## src/rtl/uart_lite_responder_pkg.sv

```systemverilog
// uart_lite_responder_pkg: register map, STAT/CTRL bit positions, response codes and FSM states
package uart_lite_responder_pkg;
  localparam logic [3:0] ADDR_RX = 4'h0;
  localparam logic [3:0] ADDR_TX = 4'h4;
  localparam logic [3:0] ADDR_STAT = 4'h8;
  localparam logic [3:0] ADDR_CTRL = 4'hC;
  localparam int STAT_RX_VALID = 0;
  localparam int STAT_RX_FULL = 1;
  localparam int STAT_TX_EMPTY = 2;
  localparam int STAT_TX_FULL = 3;
  localparam int STAT_OVERRUN = 5;
  localparam int CTRL_TX_CLR = 0;
  localparam int CTRL_RX_CLR = 1;
  localparam logic [1:0] RESP_OKAY = 2'b00;
  localparam logic [1:0] RESP_SLVERR = 2'b10;
  typedef enum logic {W_IDLE, W_RESP} w_state_t;
  typedef enum logic {R_IDLE, R_RESP} r_state_t;
endpackage

```

## src/rtl/uart_byte_fifo.sv

```systemverilog
// uart_byte_fifo: DEPTH x 8 synchronous FIFO; clear beats push/pop, push into a full FIFO is accepted only alongside a pop
module uart_byte_fifo #(
  parameter int DEPTH = 16
) (
  input  logic                     clk,
  input  logic                     rstn,
  input  logic                     push,
  input  logic                     pop,
  input  logic                     clr,
  input  logic [7:0]               din,
  output logic [7:0]               dout,
  output logic [$clog2(DEPTH):0]   count,
  output logic                     full,
  output logic                     empty
);
  localparam int AW = $clog2(DEPTH);
  localparam int CW = AW + 1;
  logic [7:0] mem [DEPTH];
  logic [AW-1:0] rd_ptr, wr_ptr;
  logic do_push, do_pop;
  assign empty = count == '0;
  assign full = count == CW'(DEPTH);
  assign do_pop = pop & ~empty;
  assign do_push = push & (~full | do_pop);
  assign dout = empty ? 8'h00 : mem[rd_ptr];
  always_ff @(posedge clk)
    if (do_push && !clr) mem[wr_ptr] <= din;
  always_ff @(posedge clk or negedge rstn)
    if (!rstn) begin
      rd_ptr <= '0;
      wr_ptr <= '0;
      count <= '0;
    end else if (clr) begin
      rd_ptr <= '0;
      wr_ptr <= '0;
      count <= '0;
    end else begin
      if (do_push) wr_ptr <= wr_ptr + 1'b1;
      if (do_pop) rd_ptr <= rd_ptr + 1'b1;
      count <= count + CW'(do_push) - CW'(do_pop);
    end
endmodule

```

## src/rtl/uart_lite_responder.sv

```systemverilog
// uart_lite_responder: AXI4-lite UART-Lite register map (RX, TX, STAT, CTRL) over two byte FIFOs
module uart_lite_responder
  import uart_lite_responder_pkg::*;
#(
  parameter int DEPTH = 16
) (
  input  logic        clk,
  input  logic        rstn,
  input  logic        axi_awvalid,
  output logic        axi_awready,
  input  logic [31:0] axi_awaddr,
  input  logic [2:0]  axi_awprot,
  input  logic        axi_wvalid,
  output logic        axi_wready,
  input  logic [31:0] axi_wdata,
  input  logic [3:0]  axi_wstrb,
  output logic        axi_bvalid,
  input  logic        axi_bready,
  output logic [1:0]  axi_bresp,
  input  logic        axi_arvalid,
  output logic        axi_arready,
  input  logic [31:0] axi_araddr,
  input  logic [2:0]  axi_arprot,
  output logic        axi_rvalid,
  input  logic        axi_rready,
  output logic [31:0] axi_rdata,
  output logic [1:0]  axi_rresp,
  input  logic        rx_valid,
  input  logic [7:0]  rx_data,
  output logic        tx_valid,
  output logic [7:0]  tx_data,
  input  logic        tx_ready
);
  localparam int CW = $clog2(DEPTH) + 1;
  w_state_t w_state, w_next;
  r_state_t r_state, r_next;
  logic live, aw_done, w_done, overrun;
  logic [31:0] aw_addr_q, waddr, rdata_q, rd_val, stat;
  logic [7:0] w_data_q, wbyte, rx_head;
  logic [1:0] bresp_q, rresp_q, wsel, rsel;
  logic aw_hs, w_hs, ar_hs, exec, wbad, rbad, stat_rd, ov_set;
  logic rx_pop, rx_clr, rx_full, rx_empty, tx_push, tx_clr, tx_full, tx_empty;
  logic [CW-1:0] rx_count, tx_count;
  logic unused;
  assign unused = ^{axi_awprot, axi_arprot, axi_wstrb, axi_wdata[31:8], rx_count, tx_count};
  // live holds the readies low through reset and releases them on the first clock after
  assign axi_awready = live & (w_state == W_IDLE) & ~aw_done;
  assign axi_wready = live & (w_state == W_IDLE) & ~w_done;
  assign axi_arready = live & (r_state == R_IDLE);
  assign axi_bvalid = w_state == W_RESP;
  assign axi_bresp = bresp_q;
  assign axi_rvalid = r_state == R_RESP;
  assign axi_rdata = rdata_q;
  assign axi_rresp = rresp_q;
  assign aw_hs = axi_awvalid & axi_awready;
  assign w_hs = axi_wvalid & axi_wready;
  assign ar_hs = axi_arvalid & axi_arready;
  assign exec = (w_state == W_IDLE) & (aw_done | aw_hs) & (w_done | w_hs);
  assign waddr = aw_hs ? axi_awaddr : aw_addr_q;
  assign wbyte = w_hs ? axi_wdata[7:0] : w_data_q;
  assign wbad = |waddr[31:4];
  assign rbad = |axi_araddr[31:4];
  assign wsel = waddr[3:2];
  assign rsel = axi_araddr[3:2];
  assign tx_push = exec & ~wbad & (wsel == ADDR_TX[3:2]);
  assign tx_clr = exec & ~wbad & (wsel == ADDR_CTRL[3:2]) & wbyte[CTRL_TX_CLR];
  assign rx_clr = exec & ~wbad & (wsel == ADDR_CTRL[3:2]) & wbyte[CTRL_RX_CLR];
  assign rx_pop = ar_hs & ~rbad & (rsel == ADDR_RX[3:2]) & ~rx_empty;
  assign stat_rd = ar_hs & ~rbad & (rsel == ADDR_STAT[3:2]);
  // a byte lost to a CTRL clear is intentional, so it does not count as overrun
  assign ov_set = rx_valid & rx_full & ~rx_pop & ~rx_clr;
  assign tx_valid = ~tx_empty;
  always_comb begin
    stat = '0;
    stat[STAT_RX_VALID] = ~rx_empty;
    stat[STAT_RX_FULL] = rx_full;
    stat[STAT_TX_EMPTY] = tx_empty;
    stat[STAT_TX_FULL] = tx_full;
    stat[STAT_OVERRUN] = overrun;
    rd_val = rbad ? 32'h0 :
             (rsel == ADDR_RX[3:2]) ? {24'h0, rx_head} :
             (rsel == ADDR_STAT[3:2]) ? stat : 32'h0;
    w_next = exec ? W_RESP : (w_state == W_RESP && axi_bready) ? W_IDLE : w_state;
    r_next = ar_hs ? R_RESP : (r_state == R_RESP && axi_rready) ? R_IDLE : r_state;
  end
  always_ff @(posedge clk or negedge rstn)
    if (!rstn) begin
      live <= 1'b0;
      w_state <= W_IDLE;
      r_state <= R_IDLE;
      aw_done <= 1'b0;
      w_done <= 1'b0;
      aw_addr_q <= '0;
      w_data_q <= '0;
      bresp_q <= RESP_OKAY;
      rresp_q <= RESP_OKAY;
      rdata_q <= '0;
      overrun <= 1'b0;
    end else begin
      live <= 1'b1;
      w_state <= w_next;
      r_state <= r_next;
      aw_done <= exec ? 1'b0 : aw_done | aw_hs;
      w_done <= exec ? 1'b0 : w_done | w_hs;
      if (aw_hs) aw_addr_q <= axi_awaddr;
      if (w_hs) w_data_q <= axi_wdata[7:0];
      if (exec) bresp_q <= wbad ? RESP_SLVERR : RESP_OKAY;
      if (ar_hs) begin
        rresp_q <= rbad ? RESP_SLVERR : RESP_OKAY;
        rdata_q <= rd_val;
      end
      overrun <= ov_set | (overrun & ~stat_rd);
    end
  uart_byte_fifo #(.DEPTH(DEPTH)) u_rx (
    .clk(clk), .rstn(rstn), .push(rx_valid), .pop(rx_pop), .clr(rx_clr), .din(rx_data),
    .dout(rx_head), .count(rx_count), .full(rx_full), .empty(rx_empty)
  );
  uart_byte_fifo #(.DEPTH(DEPTH)) u_tx (
    .clk(clk), .rstn(rstn), .push(tx_push), .pop(tx_ready), .clr(tx_clr), .din(wbyte),
    .dout(tx_data), .count(tx_count), .full(tx_full), .empty(tx_empty)
  );
endmodule

```

## config.mk

```make
export PLATFORM = sky130hd
export DESIGN_NAME = uart_lite_responder
export DESIGN_NICKNAME = d
export VERILOG_FILES = /design/src/rtl/uart_lite_responder_pkg.sv /design/src/rtl/uart_byte_fifo.sv /design/src/rtl/uart_lite_responder.sv
export SDC_FILE = /design/constraint.sdc
export NUM_CORES = 1
export LEC_CHECK = 0
export CAP_MARGIN = 20
export CORE_MARGIN = 2
export CORE_UTILIZATION = 30
export DETAILED_ROUTE_END_ITERATION = 10
export DONT_BUFFER_PORTS = 1
export PLACE_DENSITY = 0.45
export SKIP_LAST_GASP = 1
export SYNTH_ARGS = -nofsm -noshare
export SYNTH_HDL_FRONTEND = slang
export SYNTH_SLANG_ARGS = --single-unit
export TNS_END_PERCENT = 100
```

## constraint.sdc

```tcl
create_clock -name clk -period 5.5 [get_ports clk]
set_clock_uncertainty 0.05 [all_clocks]
set_input_delay 1.65 -clock clk [delete_from_list [all_inputs] [get_ports clk]]
set_output_delay 1.65 -clock clk [all_outputs]
set_load 0.05 [all_outputs]
```

==> summary.txt, run 1 <==
Run status
  • Run status: completed

Clock tree
  • Clock Pin Slew Worst Setup and Hold Paths: 0.06 ns
  • H-tree Lvls: 2
  • Clock buffer depth: 3
  • CTS sink cnt: 336
  • CTS tree: done
  • Skew-Pair Late Insertion Delay: 0.54 ns
  • Hold buffers post-CTS: 0
  • Post-CTS Setup Inserts: 0
  • CTS root buf: clkbuf_16
  • Post-CTS Resized: 0
  • Num CTS Buffers: 38

Synthesis
  • Sequential-to-total area share from yosys stat: 69.0%
  • Cell Area, Synth: 0.0140 mm^2
  • Avg Cell Area, Syn: 17.2 um^2
  • Async set or reset register ratio after synthesis: 23.8%
  • Seq cells post-synth: 336
  • Unique masters post-synth: 56
  • Post-Syn Instances: 816
  • Yosys warns: 0
  • Predominant post-synthesis flop cell: edfxtp_1
  • Number of synthesized flops with an enable pin: 256

Timing
  • Post-route minimum period: 4.75 ns
  • RSZ-0062 raised after global routing: no
  • Slew headroom: 40.2%
  • Worst slew pin tran: 0.893 ns
  • Setup TNS: 0 ns
  • Hold WS: 0.438 ns
  • Max Clock Freq: 211 MHz
  • Final hold viol count: 0
  • Final Max Tran Viols: 0
  • Final setup viols: 0
  • Final worst path period share: 86.3%

Routing
  • Vias: 6995
  • Routed Antenna Nets: 0
  • WL per Instance: 20.5 um
  • DR iter-0 viols: 314
  • DR pass1 iterations: 5
  • Drt drc: 0
  • Vias per cell: 4.67
  • Final WL: 30700 um

Worst setup path
  • Worst reg-to-reg setup slack: 1.92 ns
  • Crit Reg-Reg Endpoint: u_rx.mem[5][6]$_DFFE_PP_
  • Critical path startpoint category: flip-flop
  • WS Path Type: reg2out
  • Critical path endpoint: tx_data[6]
  • CP Capture Type: primary output
  • Req. time, crit path: 3.80 ns
  • FF-to-FF path depth: 8
  • Worst Path Arrival: 3.05 ns
  • CP Launch Point: u_tx.rd_ptr[0]$_DFFE_PN0P_
  • Reg2reg start: axi_bvalid$_DFFE_PN0P_
  • Crit path max fanout: 20

Layout
  • Non-Filler Instances: 1498
  • Share of cells above drive strength 1: 24.4%
  • Most common cell after layout, fill and taps aside: edfxtp_1
  • Commonest non-fill, non-tap cells in the layout: 256 x edfxtp_1, 78 x dfrtp_1, 68 x mux4_2
  • N_diodes: 0
  • Number of fill cells: 4404
  • Area grow syn2layout: 14.6%
  • Final instance area: 0.0161 mm^2
  • Layout net count: 1009

Job
  • Max_cap viols: 0

Floorplan
  • Cell Rows: 79
  • Core area: 0.0464 mm^2
  • Initial Util: 30.3%
  • Top Ports: 173
  • Die Y: 220 um
  • Die area: 0.0485 mm^2
  • Die Width: 220 um

Place
  • Final HPWL from detailed placement: 20300 um
  • RD Place Congestion: 0.752
  • Post-DP Area: 0.0149 mm^2
  • Port buffer count: 0
  • Placed Cells: 1429

Power and ir drop
  • Power density cells: 481 mW/mm^2
  • Worst vdd ir: 0.494 mV
  • Post-layout total power: 0.00774 W
  • Leakage power: 5.50 nW

Global route
  • GRT Total Usage: 13.1%
  • Largest net degree at the start of global routing: 81
  • First-pass GRT wire length: 47100 um
  • Vias in the first global route: 7393
  • Initial antenna violation count: 0
  • Remaining Overflow, GRT: 0

Worst hold path
  • Min-delay worst type: reg2reg
==> worst max-delay path: stages (launching register included) <==
cell     delay [ns]
dfrtp_2        0.83
buf_12         0.28
mux4_2         0.57
mux4_2         0.47
and2_1         0.34
==> logic make-up (layout without fill, tap and decap cells) <==
family | after synthesis | count (layout) | synth area share, %
xor gates and xnor gates | 15 | 15 | 0.936
other | 2 | 27 | 0.0535
adders and majority gates | 24 | 24 | 2.25
AOI/OAI and AO/OA | 65 | 65 | 2.98
buffers and inverters | 93 | 143 | 3.42
DFF | 336 | 336 | 69.0
muxes | 124 | 124 | 15.3
and+or+nand+nor | 157 | 157 | 6.02
==> registers in the layout, indices dropped and copies added (netlist names), 4 cells and up <==
signal	count
u_tx.mem	128
u_tx.rd_ptr	4
u_tx.count	5
u_rx.wr_ptr	4
aw_addr_q	30
axi_rdata	8
w_data_q	8
u_rx.rd_ptr	4
u_rx.mem	128
u_rx.count	5
u_tx.wr_ptr	4
==> cell type report <==
class	count	area [um^2]	area share, %
Sequential cell	336	9690	60.3
Multi-Input combinational cell	412	4000	24.9
Clock buffer	46	981	6.10
Tap cell	607	759	4.72
Timing Repair Buffer	43	348	2.16
Clock inverter	23	181	1.13
Inverter	31	116	0.724
==> metrics by stage <==
stage | worst slack (ns) | util (%)
global placement | 1.09 | 32.2
CTS | 0.636 | 34.7
floorplan | 1.10 | -
detailed placement | 1.07 | 32.2
finish | 0.754 | 34.7
global route | 0.570 | 34.7
==> cells in the mapped netlist (3+ instances only) <==
master      n  area share, %
clkbuf_1   18           0.48
buf_1       6           0.16
o21ai_0    20           0.71
a22oi_1     3           0.16
a221oi_1    5           0.31
a21o_1      4           0.21
nor2b_1     6           0.27
mux2i_1    17            1.2
xnor2_1     9           0.56
nor3_1     22           0.78
and2_1      9           0.40
buf_2       9           0.32
nor4b_1     3           0.19
edfxtp_1  256             55
nand4_1     7           0.31
nand2b_1    3           0.13
ha_1       22            2.0
a21oi_1    16           0.57
mux2_2     37            3.0
buf_6       3           0.24
nor4_1     29            1.3
nor2_1     39            1.0
mux4_2     68             11
nand3_1     5           0.18
or3_1       3           0.13
buf_4      26            1.4
xor2_1      6           0.37
a221o_1     3           0.21
nand2_1    21           0.56
dfrtp_1    80             14
inv_1      31           0.83
==> where the power goes <==
part | leakage (nW) | switching (W) | internal [W]
Sequential | 3.28 | 0.000276 | 0.00322
Clock | 0.573 | 0.00100 | 0.00137
Combinational | 1.65 | 0.00111 | 0.000762
==> routing by layer <==
layer	wire length, um	vias up	track usage, %
li1	-	3234	-
met1	13500	3617	16.7
met2	15300	103	22.3
met3	1200	41	2.78
met4	692	0	4.23
met5	0	-	0
==> worst min-delay path by stage <==
stage          depth (start not counted)                    start                 endpoint  slack, ns
2_1_floorplan                          2        overrun$_DFF_PN0_        overrun$_DFF_PN0_       0.40
3_3_place_gp                           2        overrun$_DFF_PN0_        overrun$_DFF_PN0_       0.42
3_5_place_dp                           2        overrun$_DFF_PN0_        overrun$_DFF_PN0_       0.43
4_1_cts                                2        overrun$_DFF_PN0_        overrun$_DFF_PN0_       0.44
5_1_grt                                1  aw_addr_q[31]$_DFF_PN0_  aw_addr_q[31]$_DFF_PN0_       0.47
6_report                               2        overrun$_DFF_PN0_        overrun$_DFF_PN0_       0.44
No activity file was read; power rests on OpenSTA's default activity.
==> run 2: changes to the inputs <==
Settings changed: ABC_AREA from default to 1.
==> run 2 against run 1 <==
Non-clock buffer count is 5 higher; sequential share of layout area is 3.4 points lower; register-to-register slack worse by 0.46 ns; via count is 41% higher; cell area is 6.0% higher; sequential cell count stayed put; worst setup slack better by 0.19 ns; combinational power is 27% higher; sequential power is 5% lower; clock power is 6% higher; synthesized area is 6.8% higher; power is 6.2% higher; critical path type unchanged; largest cell class unchanged.
==> summary.txt, run 2 <==
Synthesis
  • Post-synth top area share: 51.3% (-3.5 points)
  • Sequential-to-total area share from yosys stat: 64.7% (-4.4 points)
  • Top cells by area, synth: edfxtp_1 51%, dfrtp_1 13%, nor2_1 6.2%
  • Cell Area, Synth: 0.0150 mm^2 (+6.8%)
  • Async set or reset register ratio after synthesis: 23.8% (unchanged)
  • Post-Syn Instances: 1403 (+72%)
  • Cell with the most instances after synthesis: edfxtp_1
  • Synth top cells by count: 256 x edfxtp_1, 247 x nor2_1, 199 x nand2_1
  • Yosys warns: 0 (unchanged)
  • Seq cells post-synth: 336 (unchanged)
  • Number of synthesized flops with an enable pin: 256 (unchanged)
  • Avg Cell Area, Syn: 10.7 um^2 (-38%)
  • Unique masters post-synth: 40 (-29%)
  • Predominant post-synthesis flop cell: edfxtp_1
  • Yosys top cell by area: edfxtp_1

Floorplan
  • Die Y: 228 um (+3.3%)
  • Die Width: 228 um (+3.3%)
  • Cell Rows: 81 (+2.5%)
  • Core area: 0.0492 mm^2 (+6.0%)
  • Top Ports: 173 (unchanged)
  • Initial Util: 30.5% (+0.22 points)
  • Die area: 0.0518 mm^2 (+6.7%)

Power and ir drop
  • Power density cells: 483 mW/mm^2 (+0.25%)
  • Worst vdd ir: 0.259 mV (-48%)
  • Leakage power: 6.41 nW (+17%)
  • Post-layout total power: 0.00822 W (+6.2%)

Global route
  • GRT Total Usage: 15.4% (+2.3 points)
  • Remaining Overflow, GRT: 0 (unchanged)
  • Initial antenna violation count: 0 (unchanged)
  • First-pass GRT wire length: 59900 um (+27%)
  • Largest net degree at the start of global routing: 81 (unchanged)
  • Vias in the first global route: 9676 (+31%)

Worst setup path
  • WS Path Type: reg2out
  • CP max-delay cell: inv_1
  • Worst Path Arrival: 2.85 ns (-0.20 ns)
  • Crit path max fanout: 20 (unchanged)
  • CP Cell Sequence: inv_1, buf_4, o21ai_0, o22ai_1, nor2_1, nor2_1, o21ai_0, a21oi_1, buf_4
  • Req. time, crit path: 3.80 ns (about the same)
  • Critical path startpoint category: flip-flop
  • CP Capture Type: primary output
  • Critical Path Max Stage Delay: 0.56 ns (-0.27 ns)

Layout
  • Area grow syn2layout: 13.7%
  • Largest registers: u_rx.mem (128), u_tx.mem (128), aw_addr_q (30)
  • N_diodes: 0 (unchanged)
  • Layout net count: 1573 (+56%)
  • Multi-input gate area: 0.00445 mm^2 (+11%)
  • Most common cell after layout, fill and taps aside: edfxtp_1
  • Register area: 0.00969 mm^2 (unchanged)
  • Share of cells above drive strength 1: 10.7% (-14 points)
  • Commonest non-fill, non-tap cells in the layout: 256 x edfxtp_1, 247 x nor2_1, 199 x nand2_1
  • Number of fill cells: 4920 (+12%)

Routing
  • Drt drc: 0 (unchanged)
  • Final WL: 39300 um (+28%)
  • DR iter-0 viols: 701 (+120%)
  • Routed Antenna Nets: 0 (unchanged)
  • WL per Instance: 18.5 um (-9.6%)
  • DR pass1 iterations: 5 (unchanged)
  • Vias: 9889 (+41%)
  • Vias per cell: 4.67 (about the same)

Clock tree
  • Clock buffer depth: 3 (unchanged)
  • Post-CTS Setup Inserts: 0 (unchanged)
  • Skew-Pair Late Insertion Delay: 0.57 ns (+0.03 ns)
  • CTS tree: done
  • Post-CTS Resized: 0 (unchanged)
  • Num CTS Buffers: 39 (+2.6%)
  • CTS root buf: clkbuf_16
  • Clock Pin Slew Worst Setup and Hold Paths: 0.06 ns (about the same)
  • Hold buffers post-CTS: 0 (unchanged)
  • H-tree Lvls: 2 (unchanged)
  • CTS sink cnt: 336 (unchanged)

Place
  • RD Place Congestion: 0.792 (+5.4%)
  • Port buffer count: 0 (unchanged)
  • Final HPWL from detailed placement: 24400 um (+20%)

Timing
  • Final hold viol count: 0 (unchanged)
  • Post-route minimum period: 4.55 ns (-0.195 ns)
  • Final worst path period share: 82.8% (-3.5 points)
  • Setup TNS: 0 ns (unchanged)
  • Worst slew pin tran: 0.850 ns (-0.0436 ns)
  • Slew headroom: 43.4% (+3.1 points)
  • RSZ-0062 raised after global routing: no
  • Final setup viols: 0 (unchanged)
  • Max Clock Freq: 220 MHz (+4.3%)
  • Final Max Tran Viols: 0 (unchanged)

Worst hold path
  • Min-delay worst type: reg2reg

Run status
  • Run status: completed

Job
  • Max_cap viols: 0 (unchanged)
==> run 2: layout make-up <==
cell class | instances | share of cell area (%)
Inverter | 120 | 2.64
Sequential cell | 336 | 56.9
Tap cell | 664 | 4.88
Multi-Input combinational cell | 881 | 26.1
Clock inverter | 9 | 0.631
Clock buffer | 61 | 6.62
Timing Repair Buffer | 48 | 2.23
==> run 2: kinds of logic after synthesis <==
kind of cell	Yosys count	share of synthesized area, %
adders and majority gates	24	2.10
buffers and inverters	211	6.31
DFF	336	64.7
muxes	6	0.451
other	2	0.0501
AOI/OAI and AO/OA	251	9.70
and+or+nand+nor	566	16.3
xor gates and xnor gates	7	0.409
==> run 2: per-layer routing <==
layer / GRT usage, % / vias to the layer above / routed length (um) / share of wire [%]
met4: 5.04 / 0 / 930 / 2.4
met2: 25.5 / 145 / 18900 / 48
met5: 0 / - / 0 / 0
met3: 2.56 / 58 / 1340 / 3.4
met1: 20.7 / 4829 / 18100 / 46
li1: - / 4857 / - / -
==> run 2: per-stage QoR <==
step,setup slack (ns),area (um^2),hold WS (ns),utilization (%),std cells
2_1_floorplan,1.46,15100,0.389,-,1428
3_3_place_gp,1.01,15800,0.409,32.1,2048
3_5_place_dp,0.960,15800,0.411,32.1,2048
4_1_cts,0.837,17000,0.427,34.6,2118
5_1_grt,0.669,17000,0.456,34.7,2119
6_report,0.949,17000,0.424,34.7,2119
==> run 2: where the power goes <==
group	total (W)	switching (W)	internal (W)
registers	0.00332	0.000134	0.00319
logic	0.00238	0.00169	0.000687
clock network	0.00252	0.00106	0.00147
==> run 2: path summary, 6_finish.rpt <==
path	from	end	slack [ns]	cells past startpoint
min in group asynchronous	rstn	u_rx.rd_ptr[0]$_DFFE_PN0P_	0.73	0
min	aw_addr_q[19]$_DFF_PN0_	aw_addr_q[19]$_DFF_PN0_	0.42	2
max reg2reg	axi_rvalid$_DFFE_PN0P_	u_rx.count[4]$_DFF_PN0_	1.46	19
max	u_tx.rd_ptr[1]$_DFFE_PN0P_	tx_data[4]	0.95	9
max in group asynchronous	rstn	u_tx.rd_ptr[0]$_DFFE_PN0P_	4.53	0
min reg2reg	aw_addr_q[19]$_DFF_PN0_	aw_addr_q[19]$_DFF_PN0_	0.42	2
==> run 2: critical path: cells and delay by family, from the launching register on <==
| family | cells | cell delay [ns] |
|---|---|---|
| simple gates | 2 | 0.14 |
| buf+inv | 3 | 1.14 |
| compound gates | 4 | 0.63 |
| flops | 1 | 0.37 |
==> run 3: changes to the inputs <==
Clock period 5.5 ns to 4.3 ns, I/O delays scaled along.
==> run 3 against run 2 <==
Final cell count increased by 0.28%; highest routed layer unchanged; sequential share of layout area decreased by 0.30 points; cell area increased by 0.53%; sequential power increased by 28%; via count increased by 1.8%; critical endpoint is now tx_data[0]; die area unchanged; sequential cell count unchanged.
==> summary.txt, run 3 (synthesis gave the netlist of run 2 again) <==
Timing
  • Post-route minimum period: 4.04 ns
  • Hold WS: 0.385 ns (-0.0394 ns)
  • Final hold viol count: 0 (unchanged)
  • Final setup viols: 0 (unchanged)
  • Worst slew pin tran: 0.961 ns (+0.111 ns)
  • Setup TNS: 0 ns (unchanged)
  • Final Max Tran Viols: 0 (unchanged)
  • RSZ-0062 raised after global routing: no
  • Slew headroom: 35.7% (-7.7 points)
  • Max Clock Freq: 248 MHz
  • Final worst path period share: 93.9%

Clock tree
  • CTS tree: done
  • H-tree Lvls: 2 (unchanged)
  • Post-CTS Resized: 0 (unchanged)
  • Post-CTS Setup Inserts: 0 (unchanged)
  • Skew-Pair Late Insertion Delay: 0.56 ns (about the same)
  • Num CTS Buffers: 39 (unchanged)
  • CTS sink cnt: 336 (unchanged)
  • Hold buffers post-CTS: 0 (unchanged)
  • Clock Pin Slew Worst Setup and Hold Paths: 0.06 ns (about the same)
  • CTS root buf: clkbuf_16
  • Clock buffer depth: 3 (unchanged)

Worst hold path
  • Min-delay worst type: in2async

Routing
  • Drt drc: 0 (unchanged)
  • Vias per cell: 4.74 (+1.5%)
  • Vias: 10100 (+1.8%)
  • DR iter-0 viols: 634 (-9.6%)
  • Final WL: 39600 um (+0.81%)
  • Routed Antenna Nets: 0 (unchanged)
  • WL per Instance: 18.6 um (+0.53%)
  • DR pass1 iterations: 5 (unchanged)

Floorplan
  • Cell Rows: 81 (unchanged)
  • Core area: 0.0492 mm^2 (unchanged)
  • Die Width: 228 um (unchanged)
  • Die Y: 228 um (unchanged)
  • Top Ports: 173 (unchanged)
  • Die area: 0.0518 mm^2 (unchanged)
  • Initial Util: 30.5% (unchanged)

Place
  • RD Place Congestion: 0.793 (+0.11%)
  • Post-DP Area: 0.0159 mm^2 (+0.57%)
  • Port buffer count: 0 (unchanged)
  • Final HPWL from detailed placement: 25000 um (+2.4%)

Worst setup path
  • Reg2reg start: aw_done$_DFF_PN0_
  • FF-to-FF path depth: 21 (+2)
  • Worst Path Arrival: 2.70 ns (-0.15 ns)
  • WS Path Type: reg2out
  • Critical path startpoint category: flip-flop
  • CP Launch Point: u_tx.rd_ptr[0]$_DFFE_PN0P_
  • Worst reg-to-reg setup slack: 0.72 ns (-0.74 ns)
  • Req. time, crit path: 2.96 ns (-0.84 ns)
  • Crit path max fanout: 46 (+130%)
  • Critical path endpoint: tx_data[0]
  • Crit Reg-Reg Endpoint: u_tx.count[4]$_DFF_PN0_
  • CP Capture Type: primary output

Global route
  • Remaining Overflow, GRT: 0 (unchanged)
  • Vias in the first global route: 9960 (+2.9%)
  • Initial antenna violation count: 0 (unchanged)
  • First-pass GRT wire length: 60900 um (+1.6%)
  • GRT Total Usage: 15.7% (+0.25 points)
  • Largest net degree at the start of global routing: 81 (unchanged)

Power and ir drop
  • Power density cells: 619 mW/mm^2 (+28%)
  • Post-layout total power: 0.0106 W (+29%)
  • Worst vdd ir: 0.312 mV (+20%)
  • Leakage power: 6.47 nW (+0.81%)

Layout
  • Commonest non-fill, non-tap cells in the layout: 256 x edfxtp_1, 247 x nor2_1, 199 x nand2_1
  • Register area: 0.00969 mm^2 (unchanged)
  • Share of cells above drive strength 1: 11.1% (+0.37 points)
  • Final instance area: 0.0171 mm^2 (+0.53%)
  • Fin util: 34.9% (+0.18 points)
  • Area grow syn2layout: 14.3%
  • Layout net count: 1578 (+0.32%)
  • Most common cell after layout, fill and taps aside: edfxtp_1
  • Multi-input gate area: 0.00445 mm^2 (unchanged)
  • Number of fill cells: 4929 (+0.18%)
  • Largest registers: u_rx.mem (128), u_tx.mem (128), aw_addr_q (30)

Run status
  • Run status: completed

Job
  • Max_cap viols: 0 (unchanged)
[run 3: cell count changes in the layout (fill, tap and decap cells not counted), sizes merged]
cell	previous run	this run
buf	48	53
clkbuf	61	49
clkinv	8	17
diode	0	1
bufinv	1	4
[run 3: worst max-delay path: stages (launching register included)]
cell	delay (ns)
dfrtp_2	0.41
inv_2	0.31
buf_12	0.28
o21ai_0	0.13
o221ai_1	0.23
nand3_1	0.12
a21oi_1	0.36
buf_4	0.27
[run 3: worst min-delay path by stage]
stage | slack [ns] | end | depth (start not counted)
2_1_floorplan | 0.39 | aw_addr_q[17]$_DFF_PN0_ | 2
3_3_place_gp | 0.41 | aw_addr_q[18]$_DFF_PN0_ | 2
3_5_place_dp | 0.41 | aw_addr_q[17]$_DFF_PN0_ | 2
4_1_cts | 0.34 | axi_rdata[7]$_DFFE_PN0P_ | 0
5_1_grt | 0.35 | aw_addr_q[20]$_DFF_PN0_ | 0
6_report | 0.38 | axi_rdata[7]$_DFFE_PN0P_ | 0
[run 3: area by class of cell]
class | count | share of cell area [%]
Sequential cell | 336 | 56.6
Multi-Input combinational cell | 881 | 26.0
Timing Repair Buffer | 53 | 2.61
Clock buffer | 49 | 6.10
Antenna cell | 1 | 0.0146
Tap cell | 664 | 4.85
Clock inverter | 21 | 1.24
Inverter | 120 | 2.63
[run 3: routing by layer]
metal | vias up | global-route usage [%] | part of all wire, %
met2 | 212 | 25.5 | 48
met3 | 61 | 2.96 | 4.8
met5 | - | 0 | 0
li1 | 4882 | - | -
met4 | 0 | 5.36 | 2.7
met1 | 4911 | 21.0 | 45
[run 3: where the power goes]
part / switching (W) / internal [W] / leakage, nW
Clock: 0.00132 / 0.00196 / 0.622
Combinational: 0.00218 / 0.000906 / 2.56
Sequential: 0.000162 / 0.00408 / 3.28
Total: 0.00367 / 0.00695 / 6.47
[run 3: metrics by stage]
step / std cells / setup WS (ns)
floorplan: 1428 / 0.617
global placement: 2053 / 0.340
detailed placement: 2054 / 0.286
CTS: 2124 / 0.149
global route: 2124 / 0.0439
finish: 2125 / 0.261
